### src/rtl/uart_pkg.sv
// Shared UART definitions: receiver state encoding and the parity helper.
// Both the transmitter and the receiver use this parity helper.
package uart_pkg;

    typedef enum logic [2:0] {
        IDLE      = 3'd0,
        START     = 3'd1,
        DATA      = 3'd2,
        PARITY    = 3'd3,
        STOP      = 3'd4,
        WAIT_IDLE = 3'd5
    } uart_state_t;

    // Returns the parity bit for the given data. Unused upper bits must be zero.
    function automatic logic parity_bit(input logic [7:0] data, input logic even);
        return even ? (^data) : ~(^data);
    endfunction

endpackage

### src/rtl/uart_rx_sync.sv
// Two-flop synchronizer for the serial line.
// Both flops reset to the idle level of 1.
module uart_rx_sync (
    input  logic clk,
    input  logic rst_n,
    input  logic async_i,
    output logic sync_o
);

    logic meta_q;
    logic sync_q;

    always_ff @(posedge clk or negedge rst_n) begin
        if (!rst_n) begin
            meta_q <= 1'b1;
            sync_q <= 1'b1;
        end else begin
            meta_q <= async_i;
            sync_q <= meta_q;
        end
    end

    assign sync_o = sync_q;

endmodule

### src/rtl/uart_rx_fsmd.sv
// Oversampling UART receiver: start/data/parity/stop recovery at no_of_clks
// clocks per bit, with a one-cycle valid strobe and parity/framing flags.
module uart_rx_fsmd
    import uart_pkg::*;
#(
    parameter int parity_on           = 1,
    parameter int data_size           = 8,
    parameter int sampling_cntr_width = 4,
    parameter int even_parity         = 1,
    parameter int no_of_clks          = 16
) (
    input  logic                 clk,
    input  logic                 rst,
    input  logic                 Rx_s,
    output logic [data_size-1:0] Rx_output,
    output logic                 data_valid,
    output logic                 parity_err,
    output logic                 frame_err,
    output logic                 busy
);

    localparam logic [sampling_cntr_width-1:0] SCNT_HALF = sampling_cntr_width'(no_of_clks/2 - 1);
    localparam logic [sampling_cntr_width-1:0] SCNT_LAST = sampling_cntr_width'(no_of_clks - 1);
    localparam logic [2:0]                     BCNT_LAST = 3'(data_size - 1);

    logic                           rx_sync;
    uart_state_t                    state_q;
    logic [sampling_cntr_width-1:0] scnt_q;
    logic [2:0]                     bcnt_q;
    logic [data_size-1:0]           shift_q;
    logic                           perr_q;
    logic [data_size-1:0]           rx_output_q;
    logic                           data_valid_q;
    logic                           parity_err_q;
    logic                           frame_err_q;

    uart_rx_sync u_sync (
        .clk    (clk),
        .rst_n  (rst),
        .async_i(Rx_s),
        .sync_o (rx_sync)
    );

    always_ff @(posedge clk or negedge rst) begin
        if (!rst) begin
            state_q      <= IDLE;
            scnt_q       <= '0;
            bcnt_q       <= '0;
            shift_q      <= '0;
            perr_q       <= 1'b0;
            rx_output_q  <= '0;
            data_valid_q <= 1'b0;
            parity_err_q <= 1'b0;
            frame_err_q  <= 1'b0;
        end else begin
            data_valid_q <= 1'b0;
            case (state_q)
                IDLE: begin
                    if (!rx_sync) begin
                        state_q <= START;
                        scnt_q  <= '0;
                    end
                end
                // Half a bit in: confirm the start bit, or drop it as a glitch.
                START: begin
                    if (scnt_q == SCNT_HALF) begin
                        scnt_q <= '0;
                        if (rx_sync) begin
                            state_q <= IDLE;
                        end else begin
                            state_q <= DATA;
                            bcnt_q  <= '0;
                            perr_q  <= 1'b0;
                        end
                    end else begin
                        scnt_q <= scnt_q + 1'b1;
                    end
                end
                DATA: begin
                    if (scnt_q == SCNT_LAST) begin
                        scnt_q  <= '0;
                        shift_q <= {rx_sync, shift_q[data_size-1:1]};
                        bcnt_q  <= bcnt_q + 1'b1;
                        if (bcnt_q == BCNT_LAST)
                            state_q <= (parity_on != 0) ? PARITY : STOP;
                    end else begin
                        scnt_q <= scnt_q + 1'b1;
                    end
                end
                PARITY: begin
                    if (scnt_q == SCNT_LAST) begin
                        scnt_q  <= '0;
                        perr_q  <= parity_bit(8'(shift_q), even_parity != 0) != rx_sync;
                        state_q <= STOP;
                    end else begin
                        scnt_q <= scnt_q + 1'b1;
                    end
                end
                // Leaving at mid-stop lets a back-to-back start edge be caught.
                STOP: begin
                    if (scnt_q == SCNT_LAST) begin
                        scnt_q       <= '0;
                        rx_output_q  <= shift_q;
                        parity_err_q <= (parity_on != 0) ? perr_q : 1'b0;
                        frame_err_q  <= ~rx_sync;
                        data_valid_q <= 1'b1;
                        state_q      <= rx_sync ? IDLE : WAIT_IDLE;
                    end else begin
                        scnt_q <= scnt_q + 1'b1;
                    end
                end
                WAIT_IDLE: begin
                    if (rx_sync)
                        state_q <= IDLE;
                end
                default: state_q <= IDLE;
            endcase
        end
    end

    assign Rx_output  = rx_output_q;
    assign data_valid = data_valid_q;
    assign parity_err = parity_err_q;
    assign frame_err  = frame_err_q;
    assign busy       = (state_q != IDLE);

endmodule
### config.mk
export PLATFORM = sky130hd
export DESIGN_NAME = uart_rx_fsmd
export DESIGN_NICKNAME = d
export VERILOG_FILES = /design/src/rtl/uart_pkg.sv /design/src/rtl/uart_rx_sync.sv /design/src/rtl/uart_rx_fsmd.sv
export SDC_FILE = /design/constraint.sdc
export NUM_CORES = 1
export LEC_CHECK = 0
export CAP_MARGIN = 20
export CORE_UTILIZATION = 55
export DETAILED_ROUTE_END_ITERATION = 10
export PLACE_DENSITY = 0.74
export SYNTH_ARGS = -nofsm -noshare
export SYNTH_HDL_FRONTEND = slang
export SYNTH_SLANG_ARGS = --single-unit
### constraint.sdc
create_clock -name clk -period 3.7 [get_ports clk]
set_input_delay 0.74 -clock clk [delete_from_list [all_inputs] [get_ports clk]]
set_output_delay 0.74 -clock clk [all_outputs]
set_load 0.01 [all_outputs]
==> results.json <==
{
  "dp_hpwl_um": 1750,
  "gp_congestion": 0.793,
  "synthesis.nets": 129,
  "leakage_nw": 0.792,
  "grt_max_degree": 33,
  "vdd.ir_drop.worst_uv": 527,
  "fin_hold_ws_ns": 0.365,
  "ioPinCount": 15,
  "drt-total-wl_um": 2590,
  "synth_top_area_share_pct": 50.3,
  "timing.rr.end": "shift_q[2]",
  "r2r-start": "state_q[1]",
  "grt_pass1_wl_um": 3970,
  "via_per_inst": 5.79,
  "crit_type": "flip-flop to primary output",
  "root_buffer": "clkbuf_4",
  "initial_core_util_pct": 59.1,
  "ant_nets": 0,
  "async_flop_share_pct": 100,
  "syn_avg_cell_area_sq_um": 12.1,
  "first_global_vias": 896,
  "fill_cells": 180,
  "drc": 0,
  "cts.path.max_buffers": 2,
  "synth-edff-count": 0,
  "fin_nets": 145,
  "relSlewSlack_pct": 60.1,
  "path_clk_slew_ns": 0.10,
  "worstSetupStartpointType": "flip-flop",
  "routedWlPerCell_um": 15.2,
  "dieArea_sq_um": 2920,
  "synthDistinctLibCells": 31,
  "reg2reg_slack_ns": 1.58,
  "yosysMostFrequentCell": "dfrtp_1",
  "cts_buffers": 5,
  "cap_violations": 0,
  "cts_hold_buf": 0,
  "crit_fanout": 13,
  "crit_arrival_ns": 1.90,
  "ys_warn_count": 0,
  "finalSetupTns_ns": 0,
  "syn-cell-area_sq_um": 1490,
  "grt_use_total_pct": 20.2,
  "clkLatencyLatePin_ns": 0.33,
  "die_y_um": 54.1,
  "fmax_ghz": 0.378,
  "synth_top_flop_cell": "dfrtp_1",
  "clock_skew_ns": 0.00977,
  "die_x_um": 54.1,
  "end_kind": "primary output",
  "p_per_area_nw_per_um2": 569,
  "netlist_instances": 123,
  "insertedDiodeCount": 0,
  "rsz0062_at_grt": "false",
  "rows": 18,
  "ys_seq_area_share_pct": 53.9,
  "synth.ff_latch_count": 32,
  "grt_remaining_overflow": 0,
  "drive_above_1_share_pct": 24.3,
  "drtIter0Drc": 17,
  "cts.sinks": 32,
  "core_area_sq_um": 2520,
  "postCtsSetupRepairBufs": 0,
  "outcome": "finished clean",
  "endpoint": "busy",
  "synth_common_cells": "dfrtp_1 (30), mux2_2 (20), o21ai_0 (7), xnor2_1 (7), nand3_1 (5)",
  "antenna_found_initial": 0,
  "synth_top_area_cell": "dfrtp_1",
  "dr.pass1.iters": 4,
  "critPathRequiredTime_ns": 2.96,
  "htree_levels": 2,
  "drv_slew": 0,
  "hold_viol": 0,
  "cts_resized": 0,
  "setup_violations": 0,
  "reg2reg_depth": 4,
  "hold_path.class": "flip-flop to flip-flop",
  "period_needed_ns": 2.64,
  "timing.final.crit_share_pct": 71.4,
  "tritoncts": "yes",
  "tightest_slew_ns": 0.598,
  "synthTopCellsByArea": "dfrtp_1 (50%), mux2_2 (15%), xnor2_1 (4.1%)",
  "area_growth_pct": 16.9,
  "vias": 985,
  "cp-startpoint": "state_q[0]",
  "io_buffers": 14
}
## cell usage in the layout (no fill, tap or decap), drive strengths merged
| cell type | count |
|---|---|
| mux2 | 20 |
| mux2i | 1 |
| clkdlybuf4s50 | 14 |
| clkbuf | 7 |
| a21oi | 2 |
| nand2 | 4 |
| xor2 | 1 |
| nor2b | 3 |
| nand4 | 1 |
| nand3b | 1 |
| nor2 | 4 |
| and2 | 1 |
| nor3b | 2 |
| buf | 3 |
| o21a | 1 |
| o31a | 1 |
| nand3 | 5 |
| a211o | 3 |
| a311oi | 2 |
| dfrtp | 30 |
| o21ai | 7 |
| o22ai | 1 |
| xnor2 | 7 |
| bufinv | 1 |
| nor4 | 1 |
| inv | 3 |
| ha | 3 |
| a22o | 2 |
| dfstp | 2 |
| nor3 | 2 |
| nand2b | 2 |
| a31oi | 3 |
## critical path: stages (launching register included)
cell             delay (ns)
dfrtp_1                0.52
nor2_1                 0.47
nand2_1                0.10
clkdlybuf4s50_1        0.49
## worst min path at each step
| stage | cells after the start | to | from |
|---|---|---|---|
| CTS | 0 | u_sync.sync_o | u_sync.meta_q |
| global placement | 0 | u_sync.sync_o | u_sync.meta_q |
| finish | 0 | u_sync.sync_o | u_sync.meta_q |
| floorplan | 0 | u_sync.sync_o | u_sync.meta_q |
| global route | 0 | u_sync.sync_o | u_sync.meta_q |
| detailed placement | 0 | u_sync.sync_o | u_sync.meta_q |
## sequential cells by signal, indices dropped and copies added (netlist names), 3 cells and up
name	count
Rx_output	8
shift_q	8
scnt_q	4
bcnt_q	3
state_q	3
## metal layers
| layer | track usage, % | part of all wire, % | wire (um) | vias to the layer above |
|---|---|---|---|---|
| li1 | - | - | - | 469 |
| met1 | 25.0 | 47 | 1210 | 491 |
| met2 | 32.7 | 48 | 1250 | 23 |
| met3 | 6.78 | 4.4 | 113 | 2 |
| met4 | 7.69 | 0.62 | 16 | 0 |
| met5 | 0 | 0 | 0 | - |
## through the flow
stage          util [%]  cells  worst slack, ns  instance area [sq um]  total power, W
2_1_floorplan         -    123             1.90                   1490        0.000644
3_3_place_gp       65.4    162             1.45                   1650        0.000683
3_5_place_dp       65.4    162             1.42                   1650        0.000696
4_1_cts            69.1    170             1.05                   1740        0.000995
5_1_grt            69.1    170            0.916                   1740         0.00104
6_report           69.1    170             1.06                   1740        0.000992
## where the power goes
group	switching (W)	internal [W]
Clock	0.000119	0.000179
Sequential	0.0000692	0.000391
Combinational	0.000120	0.000113
## cell type report
class / instances / area (sq um) / area share (%)
Inverter: 3 / 11.3 / 0.646
Tap cell: 30 / 37.5 / 2.15
Clock inverter: 1 / 30.0 / 1.72
Multi-Input combinational cell: 80 / 634 / 36.4
Clock buffer: 7 / 65.1 / 3.73
Sequential cell: 32 / 803 / 46.1
Timing Repair Buffer: 17 / 163 / 9.33
## kinds of logic (layout without fill, tap and decap cells)
logic type | after synthesis | in the layout | synth area share (%)
flip-flops | 32 | 32 | 53.9
adder cells (fa/ha/maj) | 3 | 3 | 2.52
buffers and inverters | 11 | 28 | 4.03
AND/OR/NAND/NOR | 26 | 26 | 9.23
AO/OA/AOI/OAI | 22 | 22 | 9.90
XOR/XNOR | 8 | 8 | 4.70
multiplexers | 21 | 21 | 15.8
Note: power is estimated with default switching activity, not from simulation.
